$ cat src/rtl/fetch_if.sv
// fetch_if: instruction-fetch handshake between fetch_ctrl, instruction memory and inst_mgmt
interface fetch_if;
    logic        mem_ready;
    logic        stall;
    logic        branch_taken;
    logic [31:0] branch_target;
    logic        req;
    logic [31:0] addr;
    logic [31:0] pc;
    logic [1:0]  inst_sel;
    logic        inst_valid;
    logic        misalign;
    modport master (
        input  mem_ready, stall, branch_taken, branch_target,
        output req, addr, pc, inst_sel, inst_valid, misalign
    );
    modport slave (
        output mem_ready, stall, branch_taken, branch_target,
        input  req, addr, pc, inst_sel, inst_valid, misalign
    );
endinterface

$ cat src/rtl/fetch_ctrl.sv
// fetch_ctrl: fetch PC sequencer with wait/stall/redirect handling; MISALIGN_TRAP_EN enables misaligned-branch HALT
module fetch_ctrl #(
    parameter logic [31:0] RESET_PC     = 32'h0000_0000,
    parameter int          FLUSH_CYCLES = 1
) (
    input logic   clk,
    input logic   rst,
    fetch_if.master bus
);
    localparam logic [1:0] IDLE  = 2'd0;
    localparam logic [1:0] RUN   = 2'd1;
    localparam logic [1:0] FLUSH = 2'd2;
    localparam logic [1:0] HALT  = 2'd3;
    localparam logic [1:0] SEL_PASS = 2'b00;
    localparam logic [1:0] SEL_NOP  = 2'b01;
    localparam logic [1:0] SEL_HOLD = 2'b10;
    localparam logic [3:0] FLUSH_N  = 4'(FLUSH_CYCLES);
    logic [1:0]  state;
    logic [3:0]  flush_cnt;
    logic [31:0] target;
    logic        bad;
    // redirect address and misalignment detection for the configured build
    always_comb begin
`ifdef MISALIGN_TRAP_EN
        target = bus.branch_target;
        bad    = |bus.branch_target[1:0];
`else
        target = {bus.branch_target[31:2], 2'b00};
        bad    = 1'b0;
`endif
    end
    // fetch state machine; every output is a register updated here
    always_ff @(posedge clk or posedge rst) begin
        if (rst) begin
            state          <= IDLE;
            flush_cnt      <= '0;
            bus.req        <= 1'b0;
            bus.addr       <= RESET_PC;
            bus.pc         <= RESET_PC;
            bus.inst_sel   <= SEL_NOP;
            bus.inst_valid <= 1'b0;
            bus.misalign   <= 1'b0;
        end else if (state == IDLE) begin
            state   <= RUN;
            bus.req <= 1'b1;
        end else if (state == RUN || state == FLUSH) begin
            if (bus.branch_taken && bad) begin
                state          <= HALT;
                bus.misalign   <= 1'b1;
                bus.req        <= 1'b0;
                bus.inst_sel   <= SEL_NOP;
                bus.inst_valid <= 1'b0;
            end else if (bus.branch_taken) begin
                state          <= (FLUSH_N != 4'd0) ? FLUSH : RUN;
                flush_cnt      <= FLUSH_N;
                bus.req        <= (FLUSH_N == 4'd0);
                bus.addr       <= target;
                bus.inst_sel   <= SEL_NOP;
                bus.inst_valid <= 1'b0;
            end else if (state == FLUSH) begin
                state          <= (flush_cnt <= 4'd1) ? RUN : FLUSH;
                flush_cnt      <= (flush_cnt <= 4'd1) ? 4'd0 : flush_cnt - 4'd1;
                bus.req        <= (flush_cnt <= 4'd1);
                bus.inst_sel   <= SEL_NOP;
                bus.inst_valid <= 1'b0;
            end else if (bus.stall) begin
                bus.inst_sel   <= SEL_HOLD;
                bus.inst_valid <= 1'b0;
            end else if (bus.mem_ready) begin
                bus.pc         <= bus.addr;
                bus.addr       <= bus.addr + 32'd4;
                bus.inst_sel   <= SEL_PASS;
                bus.inst_valid <= 1'b1;
            end else begin
                bus.inst_sel   <= SEL_NOP;
                bus.inst_valid <= 1'b0;
            end
        end
    end
endmodule

$ cat src/flat_wrapper.sv
// flat-port wrapper written by rule: the top's interface ports become plain ports
module fetch_ctrl_flat 
#(
    parameter logic [31:0] RESET_PC     = 32'h0000_0000,
    parameter int          FLUSH_CYCLES = 1
)
  (clk, rst, bus_mem_ready, bus_stall, bus_branch_taken, bus_branch_target, bus_req, bus_addr, bus_pc, bus_inst_sel, bus_inst_valid, bus_misalign);
  fetch_if bus_i ();
  input logic clk;
  input logic rst;
  input wire logic [$bits(bus_i.mem_ready)-1:0] bus_mem_ready;
  input wire logic [$bits(bus_i.stall)-1:0] bus_stall;
  input wire logic [$bits(bus_i.branch_taken)-1:0] bus_branch_taken;
  input wire logic [$bits(bus_i.branch_target)-1:0] bus_branch_target;
  output wire logic [$bits(bus_i.req)-1:0] bus_req;
  output wire logic [$bits(bus_i.addr)-1:0] bus_addr;
  output wire logic [$bits(bus_i.pc)-1:0] bus_pc;
  output wire logic [$bits(bus_i.inst_sel)-1:0] bus_inst_sel;
  output wire logic [$bits(bus_i.inst_valid)-1:0] bus_inst_valid;
  output wire logic [$bits(bus_i.misalign)-1:0] bus_misalign;
  assign bus_i.mem_ready = bus_mem_ready;
  assign bus_i.stall = bus_stall;
  assign bus_i.branch_taken = bus_branch_taken;
  assign bus_i.branch_target = bus_branch_target;
  assign bus_req = bus_i.req;
  assign bus_addr = bus_i.addr;
  assign bus_pc = bus_i.pc;
  assign bus_inst_sel = bus_i.inst_sel;
  assign bus_inst_valid = bus_i.inst_valid;
  assign bus_misalign = bus_i.misalign;
  fetch_ctrl #(.RESET_PC(RESET_PC), .FLUSH_CYCLES(FLUSH_CYCLES)) u_core (.clk(clk), .rst(rst), .bus(bus_i));
endmodule
$ cat config.mk
export PLATFORM = sky130hd
export DESIGN_NAME = fetch_ctrl_flat
export DESIGN_NICKNAME = d
export VERILOG_FILES = /design/src/rtl/fetch_if.sv /design/src/rtl/fetch_ctrl.sv /design/src/flat_wrapper.sv
export SDC_FILE = /design/constraint.sdc
export NUM_CORES = 1
export LEC_CHECK = 0
export BUFFER_PORTS_ARGS = -buffer_cell sky130_fd_sc_hd__buf_2
export CORE_ASPECT_RATIO = 1.2
export CORE_MARGIN = 1
export CORE_UTILIZATION = 53
export CTS_CLUSTER_SIZE = 10
export DETAILED_ROUTE_END_ITERATION = 8
export GPL_TIMING_DRIVEN = 0
export PLACE_DENSITY = 0.8
export SLEW_MARGIN = 15
export SYNTH_ARGS = -nofsm -noshare
export SYNTH_HDL_FRONTEND = slang
export SYNTH_SLANG_ARGS = --single-unit
$ cat constraint.sdc
create_clock -name clk -period 2.8 [get_ports clk]
set_input_delay 0 -clock clk [delete_from_list [all_inputs] [get_ports clk]]
set_output_delay 0 -clock clk [all_outputs]
set_load 0.02 [all_outputs]
==> results.ini, run 1 <==
[outcome]
status = completed

[route]
drt-total-wl_um = 10800
wl_per_cell_um = 17.6
vias = 3807
drt_iter0_drc = 491
vias_per_cell = 6.18
ant_nets = 0
drc_errors = 0
dr.pass1.iters = 6

[grt]
use_met3_pct = 5.70
antenna_found_initial = 0
grt_pass1_wl_um = 17500
met2_usage_pct = 48.4
grtUsageTotal_pct = 30.8
overflow = 0
grt_pass1_vias = 3613
grt.busiest_layer = met2
grt_max_degree = 45
grt_use_met1_pct = 40.2

[synth]
synth_top_area_cell = dfrtp_1
async_reset_ff_share_pct = 100
synth_area_mm2 = 0.00379
synth_seq_cells = 69
synth-edff-count = 0
seq_area_frac_synth_pct = 45.5
synthCells = 383
synth_ff_type = dfrtp_1
yosys.area.top_type_share_pct = 44.8
ys_top_cells_by_area = dfrtp_1, mux2_2, nand2_1
yosysUniqueCellTypes = 65
synth.yosys.warnings = 0
postSynthAreaPerCell_um2 = 9.91

[power]
p_leak_nw = 2.23
max-vdd-ir-drop_mv = 0.606
p_per_area_mw_per_mm2 = 1080

[clock_network]
h-tree-depth = 3
clock_path_buffers = 2
hold_buffers = 27
clk_pin_slew_worst_paths_ns = 0.08
cts.repair.resized = 0
cts_tree = done
clk_latency_ns = 0.36
numCtsBuffers = 9
clock_sinks = 69
cts-root-buf = clkbuf_8
cts_setup_buffers = 0

[worst_setup_path]
r2r-end = u_core.bus.addr[4]$_DFFE_PP0P_
crit_path_start_kind = flop
cp.arrival_ns = 2.76
critPathCapture = u_core.bus.addr[4]$_DFFE_PP0P_
crit_path_end_kind = flop
path_class = flop to flop
r2r_start = u_core.state[0]$_DFFE_PP0P_
reg2reg_depth = 7
crit_fanout = 10
reg2reg_setup_slack_ns = 0.26
worstSetupStartpoint = u_core.state[0]$_DFFE_PP0P_
critical_path_required_ns = 3.02

[die]
core_area_mm2 = 0.00690
rows = 33
die_y_um = 94.7
dieArea_mm2 = 0.00750
io_pins = 106
fp.dieW_um = 79.2
floorplan.initialDensity_pct = 55.0

[timing]
max_freq_mhz = 393
skew_ns = 0.0139
finalMaxSlewViolations = 0
worst_pin_slew_ns = 0.740
holdWs_ns = 0.0131
setup_tns_ns = 0
fin_crit_sh_pct = 90.8
setup_viol = 0
layout_setup_ws_ns = 0.258
slew_headroom_pct = 50.6
post-route-min-period_ns = 2.54
timing.final.hold_violations = 0
grt_setup_unrepaired = false

[layout]
nets = 567
nFillCells = 537
final_cell_mix = buf_2, dfrtp_1, nand2_1, dlygate4sd3_1, mux2_2
postLayoutCoreUtil_pct = 71.1
drive_above_1_share_pct = 32.9
final_common_cell = buf_2
diodes = 0
area_delta_synth_final_pct = 29.2
finish.instance_area_mm2 = 0.00490

[place]
placed_area_mm2 = 0.00444
portBuffers = 98
place_hpwl_um = 7470
dp_slack_ns = 0.328
gp_congestion = 0.935

[worst_hold_path]
min_path_type = input port to flop
worstHoldStart = bus_branch_target[24]

[flow_run]
drv_cap = 0

==> cell type report <==
cell class,instances,area (um2),area share [%]
Clock buffer,12,145,2.96
Sequential cell,69,1730,35.2
Timing Repair Buffer,126,788,16.1
Tap cell,87,109,2.22
Multi-Input combinational cell,276,1860,37.9
Inverter,10,40.0,0.817
Clock inverter,4,47.5,0.970
Buffer,32,189,3.85
==> stage by stage <==
stage / std cells / power (mW)
after floorplan: 387 / 3.58
after global placement: 572 / 4.33
after detailed placement: 573 / 4.43
after CTS: 616 / 5.29
after global routing: 616 / 5.66
final: 616 / 5.30
==> report_power, final <==
group,total [mW],switching [mW],internal [mW]
Combinational,2.64,1.66,0.976
Clock,0.818,0.385,0.433
Sequential,1.84,0.409,1.43
Total,5.30,2.46,2.84
==> state kept, by name (all words and copies together), names as in the netlist <==
register,count
u_core.bus.addr,30
u_core.bus.pc,30
u_core.flush_cnt,4
u_core.bus.inst_sel,2
u_core.state,2
u_core.bus.inst_valid,1
==> worst min-delay path by stage <==
stage,to,slack (ns),cells past startpoint
detailed placement,u_core.bus.addr[15]$_DFFE_PP0P_,-0.003,2
global placement,u_core.bus.addr[2]$_DFFE_PP0P_,0.26,3
finish,u_core.bus.addr[24]$_DFFE_PP0P_,0.01,3
global route,u_core.bus.addr[24]$_DFFE_PP0P_,0.001,3
floorplan,u_core.bus.addr[2]$_DFFE_PP0P_,0.15,2
CTS,u_core.bus.addr[24]$_DFFE_PP0P_,0.0004,3
==> critical path, cell delays in order, from the launching register on <==
cell      delay [ns]
dfrtp_1         0.41
inv_1           0.09
ha_1            0.29
nor3b_1         0.64
o21ai_1         0.33
clkbuf_1        0.33
o21ai_0         0.22
o21ai_0         0.10
==> per-layer routing <==
layer | up-vias | share of wire (%)
met1 | 1802 | 40
met5 | - | 0
met3 | 36 | 8.0
met2 | 235 | 49
li1 | 1734 | -
met4 | 0 | 3.3
==> cell families after synthesis <==
group | synth area share [%]
and+or+nand+nor | 19.9
AOI/OAI and AO/OA | 18.8
other | 0.0988
DFF | 45.5
buffers and inverters | 5.97
adders and majority gates | 1.98
muxes | 7.68
==> synthesized netlist by cell type, types with 3 or more instances <==
library cell,n
buf_2,7
o31ai_1,3
and4_2,4
nand4_1,8
buf_4,6
nor2b_1,3
o211ai_1,7
a211oi_1,5
a311oi_1,6
a22oi_1,6
dfrtp_1,68
mux2_2,25
o21ai_0,22
nand3_1,18
ha_1,6
a21oi_1,22
nor4_1,10
nor2_1,18
inv_1,9
o41ai_1,5
clkbuf_1,11
nand2_1,35
and4_1,5
o22ai_1,8
nor3_1,14
(Power assumes the default switching activity.)
==> inputs of run 2 (changes only) <==
- BUFFER_PORTS_ARGS: -buffer_cell sky130_fd_sc_hd__buf_2 -> -buffer_cell sky130_fd_sc_hd__buf_4
==> results.ini, run 2 (synthesized netlist as in run 1, its figures left out) <==
[worst_setup_path]
crit_path_start_kind = flop
crit_path_end_kind = flop
cp.arrival_ns = 2.76
path_class = flop to flop
reg2reg_setup_slack_ns = 0.25
crit_fanout = 10
critical_path_required_ns = 3.01

[layout]
final_cell_mix = buf_4, dfrtp_1, nand2_1, mux2_2, dlygate4sd3_1
final_common_cell = buf_4
diodes = 0
area_delta_synth_final_pct = 34.1
finish.instance_area_mm2 = 0.00509
reg_top3 = u_core.bus.addr: 30 flops, u_core.bus.pc: 30 flops, u_core.flush_cnt: 4 flops
drive_above_1_share_pct = 32.6
nets = 565

[power]
internal_power_mw = 2.98
p_per_area_mw_per_mm2 = 1070
max-vdd-ir-drop_mv = 0.552
combPwrFrac_pct = 52.5
clkPwrFrac_pct = 13.1
switching_share_pct = 45.4
seqPwrFrac_pct = 34.4
p_leak_nw = 2.28
p_switching_mw = 2.47

[worst_hold_path]
min_path_type = input port to flop

[timing]
worst_pin_slew_ns = 0.754
max_freq_mhz = 393
post-route-min-period_ns = 2.55
timing.final.hold_violations = 0
finalMaxSlewViolations = 0
setup_viol = 0
layout_setup_ws_ns = 0.255
setup_tns_ns = 0
skew_ns = 0.0149
slew_headroom_pct = 49.6
fin_crit_sh_pct = 90.9
grt_setup_unrepaired = false

[grt]
antenna_found_initial = 0
grtUsageTotal_pct = 31.2
grt_pass1_vias = 3611
grt_max_degree = 44
overflow = 0
grt_pass1_wl_um = 17700

[route]
drt-total-wl_um = 11100
drt_iter0_drc = 332
wl_per_cell_um = 18.0
dr.pass1.iters = 6
vias_per_cell = 6.21
drc_errors = 0
ant_nets = 0
vias = 3815

[clock_network]
clk_latency_ns = 0.35
cts_tree = done
clk_pin_slew_worst_paths_ns = 0.08
cts-root-buf = clkbuf_8
clock_sinks = 69
numCtsBuffers = 9
h-tree-depth = 3
clock_path_buffers = 2

[die]
die_y_um = 94.7
fp.dieW_um = 79.2
rows = 33
floorplan.initialDensity_pct = 55.0
core_area_mm2 = 0.00690
dieArea_mm2 = 0.00750
io_pins = 106

[outcome]
status = completed

[place]
placed_area_mm2 = 0.00468
dp_slack_ns = 0.298
place_hpwl_um = 7620
portBuffers = 98
gp_congestion = 0.917

[flow_run]
drv_cap = 0

-- run 2: cell count changes in the layout (fill, tap and decap cells not counted) --
cell / change
dlygate4sd3_1: -2
buf_2: -98
clkinvlp_4: -1
buf_4: +98
clkbuf_1: +2
buf_12: +1
bufinv_16: -1
buf_16: -1
-- run 2: metal layers --
metal | up-vias | global-route usage [%] | share of wire (%)
met2 | 230 | 48.4 | 49
met4 | 0 | 19.7 | 3.4
met5 | - | 0 | 0
met1 | 1815 | 41.1 | 40
li1 | 1728 | - | -
met3 | 42 | 4.25 | 7.2
-- run 2: through the flow --
stage	hold slack, ns	instances	total power, mW	utilization, %
2_1_floorplan	0.145	387	3.58	-
3_3_place_gp	0.244	572	4.59	67.5
3_5_place_dp	-0.00110	573	4.70	67.8
4_1_cts	0.00616	614	5.44	73.8
5_1_grt	0.00974	614	5.79	73.8
6_report	0.00723	614	5.45	73.8
-- run 2: final timing paths --
path,start,end,cells after the start
max,u_core.state[0]$_DFFE_PP0P_,u_core.bus.addr[7]$_DFFE_PP0P_,7
min,bus_branch_target[31],u_core.bus.addr[31]$_DFFE_PP0P_,4
max reg2reg,u_core.state[0]$_DFFE_PP0P_,u_core.bus.addr[7]$_DFFE_PP0P_,7
min reg2reg,u_core.bus.pc[20]$_DFFE_PP0P_,u_core.bus.pc[20]$_DFFE_PP0P_,2
max in group asynchronous,rst,u_core.bus.inst_sel[0]$_DFFE_PP1P_,4
min in group asynchronous,rst,u_core.bus.addr[14]$_DFFE_PP0P_,3
-- run 2: repair_timing --
item	in CTS	in global routing
buffers inserted	0	0
gates resized for setup	0	0
endpoints found under the setup margin	0	0
hold buffers	25	0
hold endpoints to repair	92	0
-- run 2: critical path, cell delays in order (launching register included) --
cell	delay (ns)
dfrtp_1	0.42
inv_1	0.09
ha_1	0.28
nor3b_1	0.58
o21ai_1	0.34
clkbuf_1	0.33
o21ai_0	0.25
o21ai_0	0.11
-- run 2: final cells by class --
| class | instances | area (um2) |
|---|---|---|
| sequential | 69 | 1730 |
| fill | 528 | 1810 |
| buffer | 32 | 189 |
| inverter | 10 | 40.0 |
| tap | 87 | 109 |
| multi-input combinational | 276 | 1860 |
| clock inverter | 2 | 10.0 |
| clock buffer | 14 | 153 |
| timing repair buffer | 124 | 1010 |
-- run 2: power groups by stage --
stage	Sequential (mW)	Combinational [mW]	Clock [mW]
4_1_cts	1.87	2.85	0.716
6_report	1.87	2.86	0.714
3_5_place_dp	1.88	2.82	0
5_1_grt	1.94	3.09	0.757
2_1_floorplan	2.29	1.30	0
3_3_place_gp	1.85	2.74	0
==> inputs of run 3 (changes only) <==
- RECOVER_POWER: unset -> 25
==> results.ini, run 3 (synthesized netlist as in run 1, its figures left out) <==
[worst_hold_path]
hold_end = u_core.bus.addr[31]$_DFFE_PP0P_
worstHoldStart = bus_branch_target[31]
min_path_cells = 4
min_path_type = input port to flop

[layout]
final_common_cell = buf_4
reg_top3 = u_core.bus.addr: 30 flops, u_core.bus.pc: 30 flops, u_core.flush_cnt: 4 flops
area_delta_synth_final_pct = 33.7
postLayoutCoreUtil_pct = 73.6
regArea_mm2 = 0.00173
drive_above_1_share_pct = 32.6
multiInputGateArea_mm2 = 0.00186
nFillCells = 531
nets = 565
diodes = 0
final_cells = 614
final_cell_mix = buf_4, dfrtp_1, nand2_1, mux2_2, dlygate4sd3_1

[clock_network]
numCtsBuffers = 9
h-tree-depth = 3
cts_setup_buffers = 0
clock_sinks = 69
cts_tree = done
cts-root-buf = clkbuf_8
clk_pin_slew_worst_paths_ns = 0.07
clock_path_buffers = 2
clk_latency_ns = 0.36

[worst_setup_path]
r2r-end = u_core.bus.addr[25]$_DFFE_PP0P_
max_stage_delay_ns = 0.46
reg2reg_setup_slack_ns = 0.28
path_class = flop to flop
slowest_stage = clkbuf_1
crit_chain = inv_1 -> ha_1 -> nor2b_1 -> clkbuf_1 -> nand2_1 -> o22ai_1 -> nor3_1
critical_path_required_ns = 3.03
cp.arrival_ns = 2.75
r2r_start = u_core.state[0]$_DFFE_PP0P_
crit_fanout = 10
reg2reg_depth = 7
crit_path_start_kind = flop
crit_path_end_kind = flop

[power]
switching_share_pct = 45.4
combPwrFrac_pct = 52.5
internal_power_mw = 2.97
clkPwrFrac_pct = 13.1
p_switching_mw = 2.48
p_per_area_mw_per_mm2 = 1070
design_power_total_mw = 5.45
seqPwrFrac_pct = 34.4
max-vdd-ir-drop_mv = 0.552
p_leak_nw = 2.27

[route]
drc_errors = 0
dr.pass1.iters = 7
drt_iter0_drc = 299
ant_nets = 0
vias = 3789
vias_per_cell = 6.17
drt-total-wl_um = 11100
wl_per_cell_um = 18.1

[place]
dp_slack_ns = 0.298
dp_cells = 573
gp_congestion = 0.917
portBuffers = 98
place_hpwl_um = 7620

[die]
die_y_um = 94.7
core_area_mm2 = 0.00690
fp.dieW_um = 79.2
rows = 33
dieArea_mm2 = 0.00750
io_pins = 106
floorplan.initialDensity_pct = 55.0

[timing]
skew_ns = 0.0140
timing.final.hold_violations = 0
grt_setup_unrepaired = false
worst_pin_slew_ns = 1.11
setup_tns_ns = 0
fin_crit_sh_pct = 90.0
finalMaxSlewViolations = 0
slew_headroom_pct = 26.3
layout_setup_ws_ns = 0.280
setup_viol = 0
max_freq_mhz = 397
post-route-min-period_ns = 2.52

[grt]
grt_pass1_wl_um = 17700
grt_max_degree = 44
antenna_found_initial = 0
grtUsageTotal_pct = 31.2
grt_pass1_vias = 3611
overflow = 0

[flow_run]
drv_cap = 0

[outcome]
status = completed

-- run 3: cell count changes in the layout (fill, tap and decap cells not counted), sizes merged --
| cell | change |
|---|---|
| buf | -2 |
| clkbuf | +2 |
| clkinvlp | +1 |
| inv | -1 |
-- run 3: what timing repair did --
| item | 4_1_cts | 5_1_grt |
|---|---|---|
| hold endpoints to repair | 92 | 0 |
| hold buffers | 25 | 0 |
| resized for setup | 0 | 0 |
-- run 3: per-stage QoR --
stage | hold WS (ns) | instance area, um2
5_1_grt | 0.00974 | 5070
3_5_place_dp | -0.00110 | 4680
3_3_place_gp | 0.244 | 4650
2_1_floorplan | 0.145 | 3810
6_report | 0.00416 | 5070
4_1_cts | 0.00616 | 5090
-- run 3: power groups by stage --
stage               logic (mW)  registers, mW  clock network (mW)
floorplan                 1.30           2.29                   0
global placement          2.74           1.85                   0
detailed placement        2.82           1.88                   0
CTS                       2.85           1.87               0.716
global route              3.09           1.94               0.757
finish                    2.86           1.87               0.714
-- run 3: critical path: cells and delay by family (launching register included) --
kind,cells,cell delay (ns)
adder cells (fa/ha/maj),1,0.42
AO/OA/AOI/OAI,1,0.25
buffers and inverters,2,0.55
flip-flops,1,0.42
AND/OR/NAND/NOR,3,0.76
-- run 3: per-layer routing --
layer | vias up | global-route usage [%] | share of wire (%)
met3 | 43 | 4.25 | 7.8
met4 | 0 | 19.7 | 3.6
met5 | - | 0 | 0
li1 | 1726 | - | -
met1 | 1783 | 41.1 | 39
met2 | 237 | 48.4 | 49
-- run 3: area by class of cell --
class | instances | area share (%)
multi-input combinational | 276 | 36.6
clock buffer | 14 | 3.01
tap | 87 | 2.15
inverter | 10 | 0.764
timing repair buffer | 124 | 19.5
buffer | 32 | 3.72
clock inverter | 2 | 0.197
sequential | 69 | 34.1
-- run 3: worst max path at each step --
| stage | startpoint | endpoint | cells past startpoint |
|---|---|---|---|
| CTS | u_core.state[0]$_DFFE_PP0P_ | u_core.bus.pc[13]$_DFFE_PP0P_ | 6 |
| detailed placement | u_core.state[0]$_DFFE_PP0P_ | u_core.bus.pc[7]$_DFFE_PP0P_ | 6 |
| floorplan | u_core.state[0]$_DFFE_PP0P_ | u_core.bus.pc[2]$_DFFE_PP0P_ | 5 |
| finish | u_core.state[0]$_DFFE_PP0P_ | u_core.bus.addr[25]$_DFFE_PP0P_ | 7 |
| global route | u_core.state[0]$_DFFE_PP0P_ | u_core.bus.addr[30]$_DFFE_PP0P_ | 7 |
| global placement | rst | u_core.flush_cnt[2]$_DFFE_PP0P_ | 2 |
